### config.mk
export PLATFORM = sky130hd
export DESIGN_NAME = if_fetch_unit
export DESIGN_NICKNAME = d
export VERILOG_FILES = /design/src/rtl/if_fetch_unit.sv
export SDC_FILE = /design/constraint.sdc
export NUM_CORES = 1
export LEC_CHECK = 0
export ABC_AREA = 1
export BUFFER_PORTS_ARGS = -buffer_cell sky130_fd_sc_hd__buf_2
export CAP_MARGIN = 20
export CELL_PAD_IN_SITES_DETAIL_PLACEMENT = 1
export CELL_PAD_IN_SITES_GLOBAL_PLACEMENT = 1
export CORE_MARGIN = 8
export CORE_UTILIZATION = 40
export DETAILED_ROUTE_END_ITERATION = 6
export PLACE_DENSITY_LB_ADDON = 0.1
export SLEW_MARGIN = 0
export SYNTH_ARGS = -nofsm -noshare
export SYNTH_HDL_FRONTEND = slang
export SYNTH_SLANG_ARGS = --single-unit
### constraint.sdc
create_clock -name clk -period 10.9 [get_ports clk]
set_input_delay 1.09 -clock clk [delete_from_list [all_inputs] [get_ports clk]]
set_output_delay 1.09 -clock clk [all_outputs]
set_load 0.05 [all_outputs]
### src/rtl/if_fetch_unit.sv
// ---------------------------------------------------------------------------
// if_fetch_unit
//
// Instruction-fetch stage feeding the IF/ID pipeline register. Owns the fetch
// PC, issues in-order word fetches over a valid/ready request channel, tags
// each request with its PC, and buffers the variable-latency responses in a
// small FIFO whose head is presented to IF/ID as {pc, instr, valid}.
//
// A redirect from execute flushes the buffer, retargets the fetch PC and
// arms a drop counter so responses to requests already in flight are
// discarded instead of reaching decode.
//
// Parameters
//   RESET_PC    first fetch address after reset
//   FIFO_DEPTH  buffer entries and credit limit for outstanding + buffered
//               fetches (power of two, >= 2)
//
// Ports
//   clk, rst_n       clock (rising edge), asynchronous active-low reset
//   stall            IF/ID holding; head entry is not consumed
//   redirect         control-flow change; flush and refetch from redirect_pc
//   redirect_pc      new fetch address (low two bits ignored)
//   imem_req_valid   fetch request valid
//   imem_req_ready   memory accepts the request
//   imem_req_addr    word-aligned fetch address
//   imem_rsp_valid   in-order response strobe (no backpressure)
//   imem_rsp_data    returned instruction word
//   pc_out           PC of head instruction (0 when empty)
//   instr_out        head instruction (0 when empty)
//   instr_valid      head entry valid
// ---------------------------------------------------------------------------
module if_fetch_unit #(
    parameter logic [31:0] RESET_PC   = 32'h0000_0000,
    parameter int          FIFO_DEPTH = 4
) (
    input  logic        clk,
    input  logic        rst_n,
    input  logic        stall,
    input  logic        redirect,
    input  logic [31:0] redirect_pc,
    output logic        imem_req_valid,
    input  logic        imem_req_ready,
    output logic [31:0] imem_req_addr,
    input  logic        imem_rsp_valid,
    input  logic [31:0] imem_rsp_data,
    output logic [31:0] pc_out,
    output logic [31:0] instr_out,
    output logic        instr_valid
);

    localparam int PW = $clog2(FIFO_DEPTH);
    localparam int CW = PW + 1;
    localparam logic [CW:0]   DEPTH_C = (CW + 1)'(FIFO_DEPTH);
    localparam logic [CW-1:0] FULL_C  = CW'(FIFO_DEPTH);

    // Control state
    logic [31:0]   fetch_pc;
    logic [CW-1:0] outstanding;
    logic [CW-1:0] drop_cnt;
    logic [CW-1:0] count;
    logic [PW-1:0] tag_wr;
    logic [PW-1:0] tag_rd;
    logic [PW-1:0] fifo_wr;
    logic [PW-1:0] fifo_rd;

    // Data storage (not reset; only read when the matching control says valid)
    logic [31:0] tag_q      [FIFO_DEPTH];
    logic [31:0] fifo_pc    [FIFO_DEPTH];
    logic [31:0] fifo_instr [FIFO_DEPTH];

    logic        req_fire;
    logic        rsp_drop;
    logic        fifo_push;
    logic        pop;
    logic [CW:0] credit_used;

    // ---------------- request side ----------------
    assign instr_valid = (count != '0);
    assign pop         = instr_valid && !stall && !redirect;

    // Credit covers everything fetched but not yet consumed; a head entry
    // leaving this cycle frees its slot immediately so a streaming pipe
    // never bubbles.
    always_comb begin
        credit_used = {1'b0, outstanding} + {1'b0, count} - (CW + 1)'(pop);
    end

    // rst_n gates the request so nothing is offered while held in reset.
    assign imem_req_valid = rst_n && !redirect && (credit_used < DEPTH_C);
    assign imem_req_addr  = fetch_pc;
    assign req_fire       = imem_req_valid && imem_req_ready;

    // ---------------- response side ----------------
    // A response landing in the redirect cycle belongs to the old stream too.
    assign rsp_drop  = redirect || (drop_cnt != '0);
    assign fifo_push = imem_rsp_valid && !rsp_drop;

    // ---------------- output ----------------
    assign pc_out    = instr_valid ? fifo_pc[fifo_rd]    : '0;
    assign instr_out = instr_valid ? fifo_instr[fifo_rd] : '0;

    // ---------------- control registers ----------------
    always_ff @(posedge clk or negedge rst_n) begin
        if (!rst_n) begin
            fetch_pc    <= RESET_PC;
            outstanding <= '0;
            drop_cnt    <= '0;
            count       <= '0;
            tag_wr      <= '0;
            tag_rd      <= '0;
            fifo_wr     <= '0;
            fifo_rd     <= '0;
        end else begin
            // Tag queue keeps its position across a redirect: stale tags
            // still have to be retired by their (dropped) responses.
            outstanding <= outstanding + CW'(req_fire) - CW'(imem_rsp_valid);
            if (req_fire)      tag_wr <= tag_wr + 1'b1;
            if (imem_rsp_valid) tag_rd <= tag_rd + 1'b1;

            if (redirect) begin
                fetch_pc <= {redirect_pc[31:2], 2'b00};
                drop_cnt <= outstanding - CW'(imem_rsp_valid);
                count    <= '0;
                fifo_wr  <= '0;
                fifo_rd  <= '0;
            end else begin
                if (req_fire) fetch_pc <= fetch_pc + 32'd4;
                if (imem_rsp_valid && drop_cnt != '0) drop_cnt <= drop_cnt - 1'b1;
                if (fifo_push) fifo_wr <= fifo_wr + 1'b1;
                if (pop)       fifo_rd <= fifo_rd + 1'b1;
                count <= count + CW'(fifo_push) - CW'(pop);
            end
        end
    end

    // ---------------- data registers ----------------
    always_ff @(posedge clk) begin
        if (req_fire) tag_q[tag_wr] <= fetch_pc;
        if (fifo_push) begin
            fifo_pc[fifo_wr]    <= tag_q[tag_rd];
            fifo_instr[fifo_wr] <= imem_rsp_data;
        end
    end

    // The credit rule makes these unreachable with a well-behaved memory.
    a_no_overflow : assert property (@(posedge clk) disable iff (!rst_n)
        !(fifo_push && !pop && count == FULL_C));
    a_no_orphan_rsp : assert property (@(posedge clk) disable iff (!rst_n)
        !(imem_rsp_valid && outstanding == '0));

endmodule

==> flow_metrics.py, run 1 <==
metrics = {
    "status": {
        "outcome": "complete, no violations",
    },
    "floorplanning": {
        "core_um2": 43100,
        "die_h_um": 225,
        "std_cell_rows": 76,
        "initial_utilization": 0.405,
        "die_area_um2": 50500,
        "die_x_um": 225,
        "boundaryPins": 168,
    },
    "flow_run": {
        "drv_cap": 0,
    },
    "layout": {
        "num-fill-cells": 4656,
        "layout-drive-gt1-share": 0.158,
        "nNetsFinal": 1776,
        "area_growth_syn_to_layout_pct": 16.2,
        "final_common_cell": "edfxtp_1",
        "layout_common_cells": "368 x edfxtp_1, 343 x nor2_1, 207 x o21ai_0",
        "fin_util": 0.470,
        "num_antenna_cells": 0,
    },
    "yosys": {
        "synth_edf_count": 368,
        "async_reset_ff_frac": 0.113,
        "yosys_warnings": 0,
        "synth_area_um2": 17400,
        "ys.flop_type": "edfxtp_1",
        "ys_seq_area_frac": 0.701,
        "syn-mean-instance-area_um2": 11.3,
        "syn_inst": 1541,
        "ys_seq_elements": 415,
        "ys_types": 39,
    },
    "timing": {
        "worst_pin_slew_ns": 1.02,
        "clock.fmax_mhz": 211,
        "relSlewSlack": 0.317,
        "rsz0062_at_grt": "no",
        "drv_slew": 0,
        "min_period_over_period": 0.434,
        "fin_setup_tns_ns": 0,
        "hold_viol": 0,
        "finalClockSkew_ns": 0.0243,
        "setup_violations": 0,
        "finalCriticalPeriod_ns": 4.74,
    },
    "critical_path": {
        "start_kind": "input port",
        "cpMostUsedCell": "nand2_1",
        "max_stage_delay_ns": 0.57,
        "rrSetupSlack_ns": 7.08,
        "slowest_stage": "inv_4",
        "crit_required_ns": 9.81,
        "crit_path_end_kind": "output port",
        "crit_arrival_ns": 3.65,
        "cp_max_fo": 67,
        "path_cells": "buf_2, buf_4, inv_4, nand4_4, ha_1, nand2_1, clkinv_1, nand3_2, nand2_1, nand2_1, nand2_1, nor3_1, buf_2",
        "worstSetupPathType": "in -> out",
    },
    "clock_network": {
        "cts_buffers": 46,
        "cts_resized": 0,
        "postCtsSetupBuffers": 0,
        "holdBufCountCts": 0,
        "h-tree-depth": 2,
        "cts_tree": "yes",
        "cts_sinks": 415,
        "clk_pin_slew_ns": 0.05,
        "cts_root_buf": "clkbuf_16",
        "clock_latency_ns": 0.57,
        "clock_path_buffers": 3,
    },
    "placement": {
        "finalWeightedCongestion": 0.785,
        "dp.final_hpwl_um": 27200,
        "numPortBuffers": 161,
    },
    "detailed_routing": {
        "drtPass1Iterations": 4,
        "drtIter0Drc": 691,
        "ant_nets": 0,
        "wl_per_cell_um": 19.8,
        "wirelength_um": 45600,
        "via_per_inst": 5.15,
        "via_count": 11900,
        "drc": 0,
    },
    "global_route": {
        "grt-ovfl-total": 0,
        "grt_max_degree": 94,
        "grt_pass1_vias": 12600,
        "gr-usage-all-layers": 0.179,
        "antenna_found_initial": 0,
        "grt_pass1_wl_um": 70700,
    },
    "power": {
        "p_leak_nw": 7.55,
        "irDropWorstVdd_mv": 0.157,
        "power.density_nw_per_um2": 275,
    },
    "hold_path": {
        "min_path_type": "reg -> reg",
    },
}
## per-stage QoR
step	hold WS [ns]	setup WS, ns	std cells	power [mW]	cell area, um2
final	0.544	6.16	2304	5.57	20300
after CTS	0.552	6.07	2304	5.65	20300
after detailed placement	0.540	5.54	2221	4.14	18800
after global placement	0.517	5.52	2220	4.09	18800
after floorplan	0.501	6.02	1544	3.53	17400
after global routing	0.562	5.81	2304	5.86	20300
## layer usage
metal  part of all wire  vias to the layer above  track usage  wire, um
met2               0.50                      207        0.317     22800
met3              0.034                       53       0.0280      1570
met4              0.020                        0       0.0511       933
met5                  0                        -            0         0
li1                   -                     5655            -         -
met1               0.45                     5956        0.224     20400
## worst max-delay path, delay by kind of cell
kind          cells  cell delay (ns)
buf+inv           5             1.32
simple gates      7             0.85
fa+ha+maj         1             0.35
## kinds of logic after synthesis
group	synth area share
flip-flops	0.701
buffers and inverters	0.0355
other	0.000215
AO/OA/AOI/OAI	0.0938
XOR/XNOR	0.00955
adder cells (fa/ha/maj)	0.0167
AND/OR/NAND/NOR	0.143
## synth_stat cells (7+ instances only)
master / count / area, um2
edfxtp_1: 368 / 11100
nor2_1: 352 / 1320
o21ai_0: 207 / 1040
nand2_1: 183 / 687
a21oi_1: 67 / 335
clkbuf_1: 63 / 236
inv_1: 55 / 206
nand3_1: 50 / 250
dfrtp_1: 47 / 1180
o22ai_1: 30 / 188
ha_1: 20 / 250
nor3_1: 14 / 70.1
xnor2_1: 12 / 105
buf_2: 10 / 50.1
nand4_1: 9 / 56.3
xor2_1: 7 / 61.3
## final cells by class
type	instances	area, um2	area share
clock inverters	23	214	0.0106
flip-flops and latches	415	12200	0.604
multi-input cells	980	4650	0.229
repair buffers	180	956	0.0472
well taps	585	732	0.0361
clock buffers	60	1240	0.0615
inverters	61	233	0.0115
## state kept, by name, summed over array words and instances (netlist names), 3 cells and up
register and count:
count 3, drop_cnt 3, fifo_instr 128, fifo_pc 120
imem_req_addr 30, outstanding 3, tag_q 120
## path summary, 6_finish.rpt
kind	endpoint	cells after the start	from
max	imem_req_valid	13	redirect
min	drop_cnt[2]$_DFFE_PN0P_	1	drop_cnt[2]$_DFFE_PN0P_
max reg2reg	outstanding[2]$_DFF_PN0_	16	outstanding[2]$_DFF_PN0_
min reg2reg	drop_cnt[2]$_DFFE_PN0P_	1	drop_cnt[2]$_DFFE_PN0P_
max in group asynchronous	fifo_rd[0]$_DFFE_PN0P_	2	rst_n
min in group asynchronous	imem_req_addr[17]$_DFFE_PN0P_	2	rst_n
## power by group
group / switching [mW] / internal [mW]
sequential: 0.161 / 1.99
combinational: 1.50 / 0.425
clock: 0.602 / 0.896
total: 2.26 / 3.31
(Power assumes the default switching activity.)
==> run 2, diff against run 1 <==
- ABC_AREA: 1 -> 0
- clock period: 10.9 -> 3.8 ns (I/O delays scaled with it)
==> flow_metrics.py, run 2 <==
metrics = {
    "placement": {
        "numPortBuffers": 161,
        "place_ws_ns": 0.671,
        "dp.final_hpwl_um": 22900,
        "dp_cells": 1532,
        "place_area_um2": 18200,
        "finalWeightedCongestion": 0.748,
    },
    "detailed_routing": {
        "drc": 0,
        "wl_per_cell_um": 23.3,
        "wirelength_um": 37600,
        "via_count": 8325,
        "drtIter0Drc": 375,
        "ant_nets": 0,
        "drtPass1Iterations": 4,
        "via_per_inst": 5.15,
    },
    "global_route": {
        "gr-usage-all-layers": 0.159,
        "grt_pass1_wl_um": 57900,
        "grt-ovfl-total": 0,
        "grt_pass1_vias": 9378,
        "antenna_found_initial": 2,
        "grt_max_degree": 56,
    },
    "yosys": {
        "ys_seq_area_frac": 0.734,
        "synth_edf_count": 368,
        "synthMostInstantiatedCell": "edfxtp_1",
        "ys_seq_elements": 415,
        "async_reset_ff_frac": 0.113,
        "synth_area_um2": 16700,
        "ys.flop_type": "edfxtp_1",
        "synth_area_leaders": "edfxtp_1 66%, mux4_2 12%, dfrtp_1 7.1%",
        "yosys_warnings": 0,
        "ys_types": 48,
        "netlist.area_leader.share": 0.663,
        "syn-mean-instance-area_um2": 19.4,
        "synth_common_cells": "368 x edfxtp_1, 92 x mux4_2, 64 x nor2b_1, 47 x dfrtp_1, 28 x nand2_1",
        "syn_inst": 860,
        "yosysTopAreaCell": "edfxtp_1",
    },
    "layout": {
        "largest_registers": "fifo_instr x128, fifo_pc x120, tag_q x120",
        "regMostFlops": "fifo_instr",
        "layout_common_cells": "368 x edfxtp_1, 161 x buf_2, 92 x mux4_2",
        "num-fill-cells": 3825,
        "stdcell_area_um2": 19500,
        "layout-drive-gt1-share": 0.336,
        "area_growth_syn_to_layout_pct": 17.2,
        "finalNonFillerCells": 1616,
        "seq_area_um2": 12200,
        "final_common_cell": "edfxtp_1",
        "multi_input_area_um2": 4160,
        "largest_reg_flops": 128,
        "nNetsFinal": 1141,
        "fin_util": 0.476,
    },
    "timing": {
        "finalClockSkew_ns": 0.0153,
        "clock.fmax_mhz": 305,
        "rsz0062_at_grt": "no",
        "hold_viol": 0,
        "setup_violations": 0,
        "layout_setup_ws_ns": 0.519,
        "drv_slew": 0,
        "holdWs_ns": 0.0416,
        "worst_pin_slew_ns": 0.916,
        "finalCriticalPeriod_ns": 3.28,
        "fin_setup_tns_ns": 0,
        "relSlewSlack": 0.389,
        "min_period_over_period": 0.864,
    },
    "floorplanning": {
        "boundaryPins": 168,
        "initial_utilization": 0.406,
        "die_x_um": 220,
        "die_h_um": 220,
        "core_um2": 41000,
        "die_area_um2": 48500,
        "std_cell_rows": 74,
    },
    "clock_network": {
        "h-tree-depth": 2,
        "cts_root_buf": "clkbuf_16",
        "cts_sinks": 415,
        "cts_buffers": 45,
        "cts_tree": "yes",
        "clk_pin_slew_ns": 0.06,
        "clock_path_buffers": 3,
        "postCtsSetupBuffers": 0,
        "clock_latency_ns": 0.55,
    },
    "critical_path": {
        "max_stage_delay_ns": 0.43,
        "crit_arrival_ns": 2.90,
        "cp_max_fo": 26,
        "start_kind": "flip-flop",
        "crit_required_ns": 3.42,
        "path_cells": "inv_1, ha_1, inv_1, ha_1, o2111ai_2, and4b_1, buf_4, or2_2, buf_2",
        "crit_path_end_kind": "output port",
        "worstSetupPathType": "reg -> out",
        "slowest_stage": "dfrtp_1",
    },
    "flow_run": {
        "drv_cap": 0,
    },
    "power": {
        "p_leak_nw": 6.72,
        "power.density_nw_per_um2": 684,
        "power_mw": 13.4,
        "irDropWorstVdd_mv": 0.314,
    },
    "hold_path": {
        "min_path_type": "in -> reg",
    },
    "status": {
        "outcome": "complete, no violations",
    },
}
==> run 2: cells by family after synthesis <==
logic type                 count (synthesis)  synth area share
adders and majority gates                 22            0.0174
and+or+nand+nor                          150            0.0507
AOI/OAI and AO/OA                         58            0.0266
xor gates and xnor gates                  41            0.0215
buffers and inverters                     71            0.0190
muxes                                    102             0.131
DFF                                      415             0.734
other                                      1          0.000225
==> run 2: cell type report <==
type,count,area share
Clock buffer,56,0.0598
Inverter,24,0.00461
Multi-Input combinational cell,377,0.213
Sequential cell,415,0.627
Tap cell,532,0.0341
Antenna cell,1,0.000128
Timing Repair Buffer,186,0.0543
Clock inverter,25,0.00775
==> run 2: routing by layer <==
metal,vias to the layer above,share of wire,global-route usage
li1,3760,-,-
met1,4351,0.43,0.202
met2,168,0.50,0.277
met3,44,0.049,0.0369
met4,2,0.014,0.0363
met5,-,0.00032,0
==> run 2: power by group <==
part | internal, mW | switching (mW) | leakage (nW)
clock | 2.24 | 1.70 | 0.640
sequential | 5.44 | 0.357 | 3.88
combinational | 1.27 | 2.35 | 2.20
total | 8.95 | 4.41 | 6.72
==> run 2: what timing repair did <==
action                                 in CTS  in global routing
endpoints found under the hold margin      16                  0
gates resized for setup                     0                  0
hold buffers                                2                  0
==> run 2: critical path: cells and delay by family, from the launching register on <==
kind                     cells  cell delay, ns
buffers and inverters        4            0.60
adder cells (fa/ha/maj)      2            0.59
AND/OR/NAND/NOR              2            0.57
flip-flops                   1            0.43
AO/OA/AOI/OAI                1            0.15
==> run 2: path summary, 6_finish.rpt <==
| kind | start | to | slack [ns] | cells past startpoint |
|---|---|---|---|---|
| worst min-delay path | redirect_pc[25] | imem_req_addr[25]$_DFFE_PN0P_ | 0.04 | 3 |
| worst max register to register | count[1]$_DFF_PN0_ | outstanding[2]$_DFF_PN0_ | 0.72 | 15 |
| worst min register to register | drop_cnt[1]$_DFFE_PN0P_ | drop_cnt[1]$_DFFE_PN0P_ | 0.57 | 2 |
| min in group asynchronous | rst_n | count[0]$_DFF_PN0_ | 0.32 | 2 |
| worst max-delay path | count[1]$_DFF_PN0_ | imem_req_valid | 0.52 | 9 |
| max in group asynchronous | rst_n | fifo_rd[1]$_DFFE_PN0P_ | 2.61 | 3 |
